--- config.mk ---
export PLATFORM = sky130hd
export DESIGN_NAME = cbb_dmux_mc_rx
export DESIGN_NICKNAME = d
export VERILOG_FILES = /design/src/rtl/cbb_dmux_mc_rx.sv
export SDC_FILE = /design/constraint.sdc
export NUM_CORES = 1
export LEC_CHECK = 0
export CORE_UTILIZATION = 53
export CTS_CLUSTER_SIZE = 25
export DETAILED_ROUTE_END_ITERATION = 12
export PLACE_DENSITY = 0.87
export SYNTH_ARGS = -nofsm -noshare
export SYNTH_HDL_FRONTEND = slang
export SYNTH_SLANG_ARGS = --single-unit
--- constraint.sdc ---
create_clock -name i_clk -period 3.8 [get_ports i_clk]
set_input_delay 0.57 -clock i_clk [delete_from_list [all_inputs] [get_ports i_clk]]
set_output_delay 0.57 -clock i_clk [all_outputs]
set_load 0.02 [all_outputs]
--- src/rtl/cbb_dmux_mc_rx.sv ---
`timescale 1ns/1ps
// Toggle-handshake CDC receiver: P_CH_NUM async request/data channels merged round-robin onto one valid/ready stream.
// Optional sticky overrun detection is compiled in with CBB_DMUX_MC_OVERRUN_EN.
module cbb_dmux_mc_rx #(
    parameter int P_CH_NUM     = 4,
    parameter int P_DATA_WIDTH = 16,
    parameter int P_SYNC_STAGE = 2
) (
    input  logic                                          i_clk,
    input  logic                                          i_rst,
    input  logic [P_CH_NUM-1:0]                           i_req_tgl,
    input  logic [P_CH_NUM*P_DATA_WIDTH-1:0]              i_data,
    output logic [P_CH_NUM-1:0]                           o_ack_tgl,
    output logic                                          o_valid,
    input  logic                                          i_ready,
    output logic [P_DATA_WIDTH-1:0]                       o_data,
    output logic [((P_CH_NUM > 1) ? $clog2(P_CH_NUM) : 1)-1:0] o_ch,
    output logic [P_CH_NUM-1:0]                           o_overrun
);
    localparam int CH_W = (P_CH_NUM > 1) ? $clog2(P_CH_NUM) : 1;
    typedef logic [CH_W-1:0] ch_t;

    logic [P_SYNC_STAGE-1:0] sync_q [P_CH_NUM];
    logic [P_SYNC_STAGE-1:0] sync_d [P_CH_NUM];
    logic [P_DATA_WIDTH-1:0] hold_q [P_CH_NUM];
    logic [P_DATA_WIDTH-1:0] hold_d [P_CH_NUM];
    logic [P_CH_NUM-1:0]     prev_q, prev_d;
    logic [P_CH_NUM-1:0]     pend_q, pend_d;
    logic [P_CH_NUM-1:0]     ack_q, ack_d;
    ch_t                     ptr_q, ptr_d;
    ch_t                     ch_q, ch_d;
    logic                    vld_q, vld_d;
    logic [P_DATA_WIDTH-1:0] data_q, data_d;

    logic [P_CH_NUM-1:0]     req_edge;
    logic [P_CH_NUM-1:0]     busy;
    logic                    gnt_vld;
    ch_t                     gnt;
    logic [CH_W:0]           idx;

    always_comb begin
        sync_d  = sync_q;
        hold_d  = hold_q;
        prev_d  = prev_q;
        pend_d  = pend_q;
        ack_d   = ack_q;
        ptr_d   = ptr_q;
        ch_d    = ch_q;
        vld_d   = vld_q;
        data_d  = data_q;
        gnt_vld = 1'b0;
        gnt     = '0;
        idx     = '0;

        for (int c = 0; c < P_CH_NUM; c++) begin
            req_edge[c] = sync_q[c][P_SYNC_STAGE-1] ^ prev_q[c];
            busy[c]     = pend_q[c] | (vld_q & (ch_q == ch_t'(c)));
            sync_d[c]   = {sync_q[c][P_SYNC_STAGE-2:0], i_req_tgl[c]};
            prev_d[c]   = sync_q[c][P_SYNC_STAGE-1];
            // A word arriving while its channel is busy is dropped: hold keeps the earlier word.
            if (req_edge[c] && !busy[c]) begin
                hold_d[c] = i_data[c*P_DATA_WIDTH +: P_DATA_WIDTH];
                pend_d[c] = 1'b1;
            end
        end

        // Round-robin: first pending index at or after the pointer, wrapping.
        for (int i = 0; i < P_CH_NUM; i++) begin
            idx = {1'b0, ptr_q} + (CH_W+1)'(i);
            if (idx >= (CH_W+1)'(P_CH_NUM)) begin
                idx = idx - (CH_W+1)'(P_CH_NUM);
            end
            if (!gnt_vld && pend_q[idx[CH_W-1:0]]) begin
                gnt_vld = 1'b1;
                gnt     = idx[CH_W-1:0];
            end
        end

        if (vld_q && i_ready) begin
            ack_d[ch_q] = ~ack_q[ch_q];
            vld_d       = 1'b0;
        end

        if ((!vld_q || i_ready) && gnt_vld) begin
            vld_d       = 1'b1;
            data_d      = hold_q[gnt];
            ch_d        = gnt;
            pend_d[gnt] = 1'b0;
            ptr_d       = (gnt == ch_t'(P_CH_NUM-1)) ? ch_t'(0) : gnt + ch_t'(1);
        end
    end

    always_ff @(posedge i_clk) begin
        if (i_rst) begin
            for (int c = 0; c < P_CH_NUM; c++) begin
                sync_q[c] <= '0;
                hold_q[c] <= '0;
            end
            prev_q <= '0;
            pend_q <= '0;
            ack_q  <= '0;
            ptr_q  <= '0;
            ch_q   <= '0;
            vld_q  <= 1'b0;
            data_q <= '0;
        end else begin
            sync_q <= sync_d;
            hold_q <= hold_d;
            prev_q <= prev_d;
            pend_q <= pend_d;
            ack_q  <= ack_d;
            ptr_q  <= ptr_d;
            ch_q   <= ch_d;
            vld_q  <= vld_d;
            data_q <= data_d;
        end
    end

`ifdef CBB_DMUX_MC_OVERRUN_EN
    logic [P_CH_NUM-1:0] ovr_q, ovr_d;

    always_comb begin
        ovr_d = ovr_q | (req_edge & busy);
    end

    always_ff @(posedge i_clk) begin
        if (i_rst) begin
            ovr_q <= '0;
        end else begin
            ovr_q <= ovr_d;
        end
    end

    assign o_overrun = ovr_q;
`else
    assign o_overrun = '0;
`endif

    assign o_ack_tgl = ack_q;
    assign o_valid   = vld_q;
    assign o_data    = data_q;
    assign o_ch      = ch_q;

endmodule

# Yosys cells after proc, flatten, opt, wreduce, memory -nomap -nowiden
# Index checks and enable logic that the tools add are counted.
# op_classes
n_reduce_logical	22
n_bitwise	16
n_eq_ne	4
n_mux	38
addsub	8
order_cmp	13
# op_table
cell	count
$bmux 16 s2	1
$mux 16	2
$lt 2x3->1 const B	6
$mux 2	9
$mux 1	17
$ge 3x3->1 const B	4
$logic_and 1x1->1	11
$bmux 1 s2	5
$logic_not 1->1	8
$sub 2x1->2 const B	4
$add 2x2->3 const B	2
$eq 2x2->1 const B	3
$and 1x1->1	4
$and 4x4->4	1
$bwmux 4	1
$demux 1 s2	2
$ge 2x1->1 const B	2
$mux 4	1
$not 4->4	1
$or 1x1->1	4
$xor 1x1->1	4
$add 2x1->3 const B	1
$ge 2x3->1 const B	1
$not 2->3	1
other kinds (6)	6
# word_totals
in_bits	71
word_cells	116
output_inout_bits	27
reg_bits	105

# Longest topological paths before layout
# depth
word_depth	21
ltp_mapped	7
ltp_nobuf	5

# Worst setup path before layout
# No wires, ideal clock.
# synth_timing
path_type	register to register
startpoint	reg ch_q[1] (netlist: o_ch[1])
endpoint	reg hold_q[48] (netlist bit)
required_ns	3.672
setup_time_ns	0.128
setup_slack_ns	2.041
n_path_buf	1
arrival_time_ns	1.632
stages_incl_launch_ff	7
path_cell_list	dfxtp_1 -> nand2b_1 -> o21ai_0 -> nor2_2 -> buf_2 -> mux2i_1 -> nor2_1
# synth_between
elab_chain_cells	5
# synth_lines
item	line	source
start, declared	31	ch_t ch_q, ch_d;
start signal, assigned	113	ch_q <= ch_d;
$logic_not 2->1	57	busy[c] = pend_q[c] | (vld_q & (ch_q == ch_t'(c)));
$and 1x1->1	57	
$or 1x1->1	57	
$logic_not 1->1	61	if (req_edge[c] && !busy[c]) begin
$logic_and 1x1->1	61	
end signal, assigned	108	hold_q <= hold_d;
end, declared	25	logic [P_DATA_WIDTH-1:0] hold_q [P_CH_NUM];
# Every way passes these cells.
# A chain may end at the register's enable or synchronous reset.

# Worst setup path in the final report
# layout_timing
startpoint	reg pend_q[1]
endpoint	reg ptr_q[1]
# layout_between
elab_chain_cells	14
elab_cells_between_ends	26
cone_classes	1 x add/sub; 1 x eq/ne; 17 x mux; 7 x reduce/logical
# layout_lines
item	line	source
start, declared	28	logic [P_CH_NUM-1:0] pend_q, pend_d;
start signal, assigned	110	pend_q <= pend_d;
$bmux 1 s2	73	if (!gnt_vld && pend_q[idx[CH_W-1:0]]) begin
$mux 1 (implied by the code)	73	
$mux 1	73	
$logic_not 1->1	73	
$logic_and 1x1->1	73	
$mux 1	73	
$logic_not 1->1	73	
$logic_and 1x1->1	73	
$mux 1	73	
$logic_not 1->1	73	
$logic_and 1x1->1	73	
$mux 2	73	
$add 2x1->2 / $eq 2x2->1 (equally long branches)	89	ptr_d = (gnt == ch_t'(P_CH_NUM-1)) ? ch_t'(0) : gnt + ch_t'(1);
$mux 2	89	
end signal, assigned	112	ptr_q <= ptr_d;
end, declared	30	ch_t ptr_q, ptr_d;
# Parallel ways exist; a longest one is shown, timed or not. The select of a mux whose other input is x is not followed.

==> summary.md <==
| Metric | Value |
|---|---|
| Status | finished clean |
| Antenna violations before repair | 0 |
| Num CTS Buffers | 9 |
| CTS Hold Bufs | 0 |
| RSZ-0062 raised after global routing | no |
| GPL Wtd Cong | 0.808 |
| Cell area after synthesis | 0.00422 mm2 |
| Commonest cells after routing, fill and taps aside | dfxtp_1 (105), mux2i_1 (96), clkdlybuf4s50_1 (92) |
| CP startpoint kind | register |
| Total negative slack | 0 ps |
| Share of the synthesized area in the top cell type | 49.8% |
| Met2 WL | 4580 um |
| Async S/R FF share, synth | 0% |
| Crit path capture | ptr_q[1] |
| Period minus WS final | 2400 ps |
| Power per Cell Area | 455 mW/mm2 |
| Vias | 3187 |
| Post-route insts no fill | 594 |
| Total grt overflow | 0 |
| Largest net degree at the start of global routing | 48 |
| EDFF count, synth | 0 |
| Final number of hold-violating endpoints | 0 |
| Placed insts | 578 |
| Die Ht | 91.3 um |
| RR Startpoint | pend_q[1] |
| Hold_sp | sync_d[3] |
| Slew HR | 17.4% |
| Crit path from | pend_q[1] |
| Clock Skew | 8.30 ps |
| DRT antenna net count | 0 |
| Yosys cell types | 34 |
| Initial Util | 54.7% |
| I/O pin total | 98 |
| Synth area leader | dfxtp_1 |
| Crit Path Max Fanout | 37 |
| First-pass DRT Iterations | 4 |
| Worst-Skew Late Latency | 360 ps |
| CTS Buffer Depth | 2 |
| Final HPWL DP | 6600 um |
| CTS sink cnt | 105 |
| WS Path Type | register to register |
| Seq/Total Area, Yosys | 49.8% |
| Met3 WL | 531 um |
| Yosys warning total | 0 |
| Die outline width | 91.3 um |
| Tcrit/Tclk final | 63.3% |
| DR DRC count | 0 |
| Register bit total from synthesis | 105 |
| Syn avg cell area | 10.4 um2 |
| Root Driver | clkbuf_8 |
| Final Util | 69.5% |
| # resized after CTS | 0 |
| Worst Hold Class | register to register |
| Ant diodes | 0 |
| Worst ir drop on vdd | 246 uV |
| Leak Pwr | 1.94 nW |
| Die area | 0.00833 mm2 |
| Critical Path AT | 2670 ps |
| Port bufs | 93 |
| Post-detailed-route wirelength per cell | 15.8 um |
| Initial DRC count | 138 |
| Top layer in use | met4 |
| Max-cap violations | 0 |
| CP required | 4060 ps |
| Nets | 559 |
| Synthesis-to-finish area growth | 27.1% |
| Wire length on met1 | 4090 um |
| Final WL | 9370 um |
| # H-tree levels | 3 |
| Reg2reg path depth | 5 |
| Most common cell after layout, fill and taps aside | dfxtp_1 |
| Flop2flop setup slack | 1400 ps |
| GRT Total Usage | 23.4% |
| Vias in the first global route | 3143 |
| Worst-path clk slew | 100 ps |
| Share of layout cells above drive strength 1 | 7.11% |
| Synth top area cells | dfxtp_1 (50%), mux2i_1 (23%), nor2_1 (6.5%) |
| Final Max Tran Viols | 0 |
| R2r endpoint | ptr_q[1] |
| Final setup viols | 0 |
| CTS tree | built |
| Rows | 32 |
| Cells after Synth | 406 |
| Ys flop type | dfxtp_1 |
| First-pass GRT wire length | 15100 um |
| F_max | 416 MHz |
| Post-CTS Setup Repair Bufs | 0 |
| Core Region | 0.00773 mm2 |
| Critical Path End Type | register |
| Hold path cells | 1 |
| Vias/cell | 5.37 |
| Worst-margin pin slew | 1240 ps |
## cells by family (layout without fill, tap and decap cells)
logic type | Yosys count | in the layout | synth area share, %
flops | 105 | 105 | 49.8
compound gates | 38 | 38 | 8.44
xor+xnor | 8 | 8 | 1.66
other cells | 1 | 4 | 0.0888
mux | 96 | 96 | 22.7
fa+ha+maj | 1 | 1 | 0.296
buf+inv | 32 | 115 | 4.27
simple gates | 125 | 125 | 12.7
## synthesized netlist by cell type (2+ instances only)
master	number
nand2_1	23
o221ai_2	11
clkbuf_1	9
buf_4	7
a21oi_1	8
or3_1	2
dfxtp_1	105
nor2_2	4
xnor2_1	2
a21o_1	2
a221oi_1	2
a211oi_1	3
o221ai_1	6
nor2b_1	15
mux2i_1	96
buf_2	8
xor2_1	6
inv_1	5
o21ai_0	2
nand3_1	2
nand2b_1	3
nor2_1	73
## registers in the layout, summed over array words and instances, names as in the netlist
name,flops
o_ch,2
prev_d,4
sync_d,4
pend_q,4
prev_q,4
o_valid,1
ptr_q,2
hold_q,64
o_data,16
o_ack_tgl,4
## layout make-up
cell class | count | area, um2
Fill cell | 555 | 2360
Sequential cell | 105 | 2100
Multi-Input combinational cell | 272 | 1950
Timing Repair Buffer | 94 | 933
Tap cell | 102 | 128
Clock buffer | 9 | 124
Clock inverter | 7 | 109
Inverter | 5 | 18.8
## worst min path at each step
stage,end,slack (ps)
global placement,prev_d[1],420
global route,prev_d[1],460
detailed placement,prev_d[3],430
finish,prev_d[2],450
CTS,prev_d[1],450
floorplan,prev_d[0],410
## stage by stage
| stage | power (mW) | setup WS (ps) | hold slack (ps) | cell area (um2) |
|---|---|---|---|---|
| finish | 2.44 | 1400 | 447 | 5370 |
| global route | 2.54 | 1270 | 463 | 5370 |
| CTS | 2.46 | 1410 | 450 | 5370 |
| detailed placement | 1.68 | 1250 | 428 | 5140 |
| global placement | 1.67 | 1390 | 422 | 5140 |
| floorplan | 1.53 | 2040 | 414 | 4240 |
## power breakdown
part           internal (mW)  switching [mW]  total [mW]
Combinational          0.216           0.230       0.447
Clock                  0.386           0.395       0.781
Sequential              1.16          0.0497        1.21
## worst max-delay path, stage by stage (launching register included)
cell and delay (ps):
dfxtp_1 380, nand2b_1 170, a21oi_1 150, o32a_2 930, ha_1 410, a211oi_1 250
## per-layer routing
metal	vias up	track usage (%)
li1	1546	-
met2	101	38.6
met5	-	0
met4	0	9.26
met1	1525	30.0
met3	15	4.52
No activity file was read; power rests on OpenSTA's default activity.
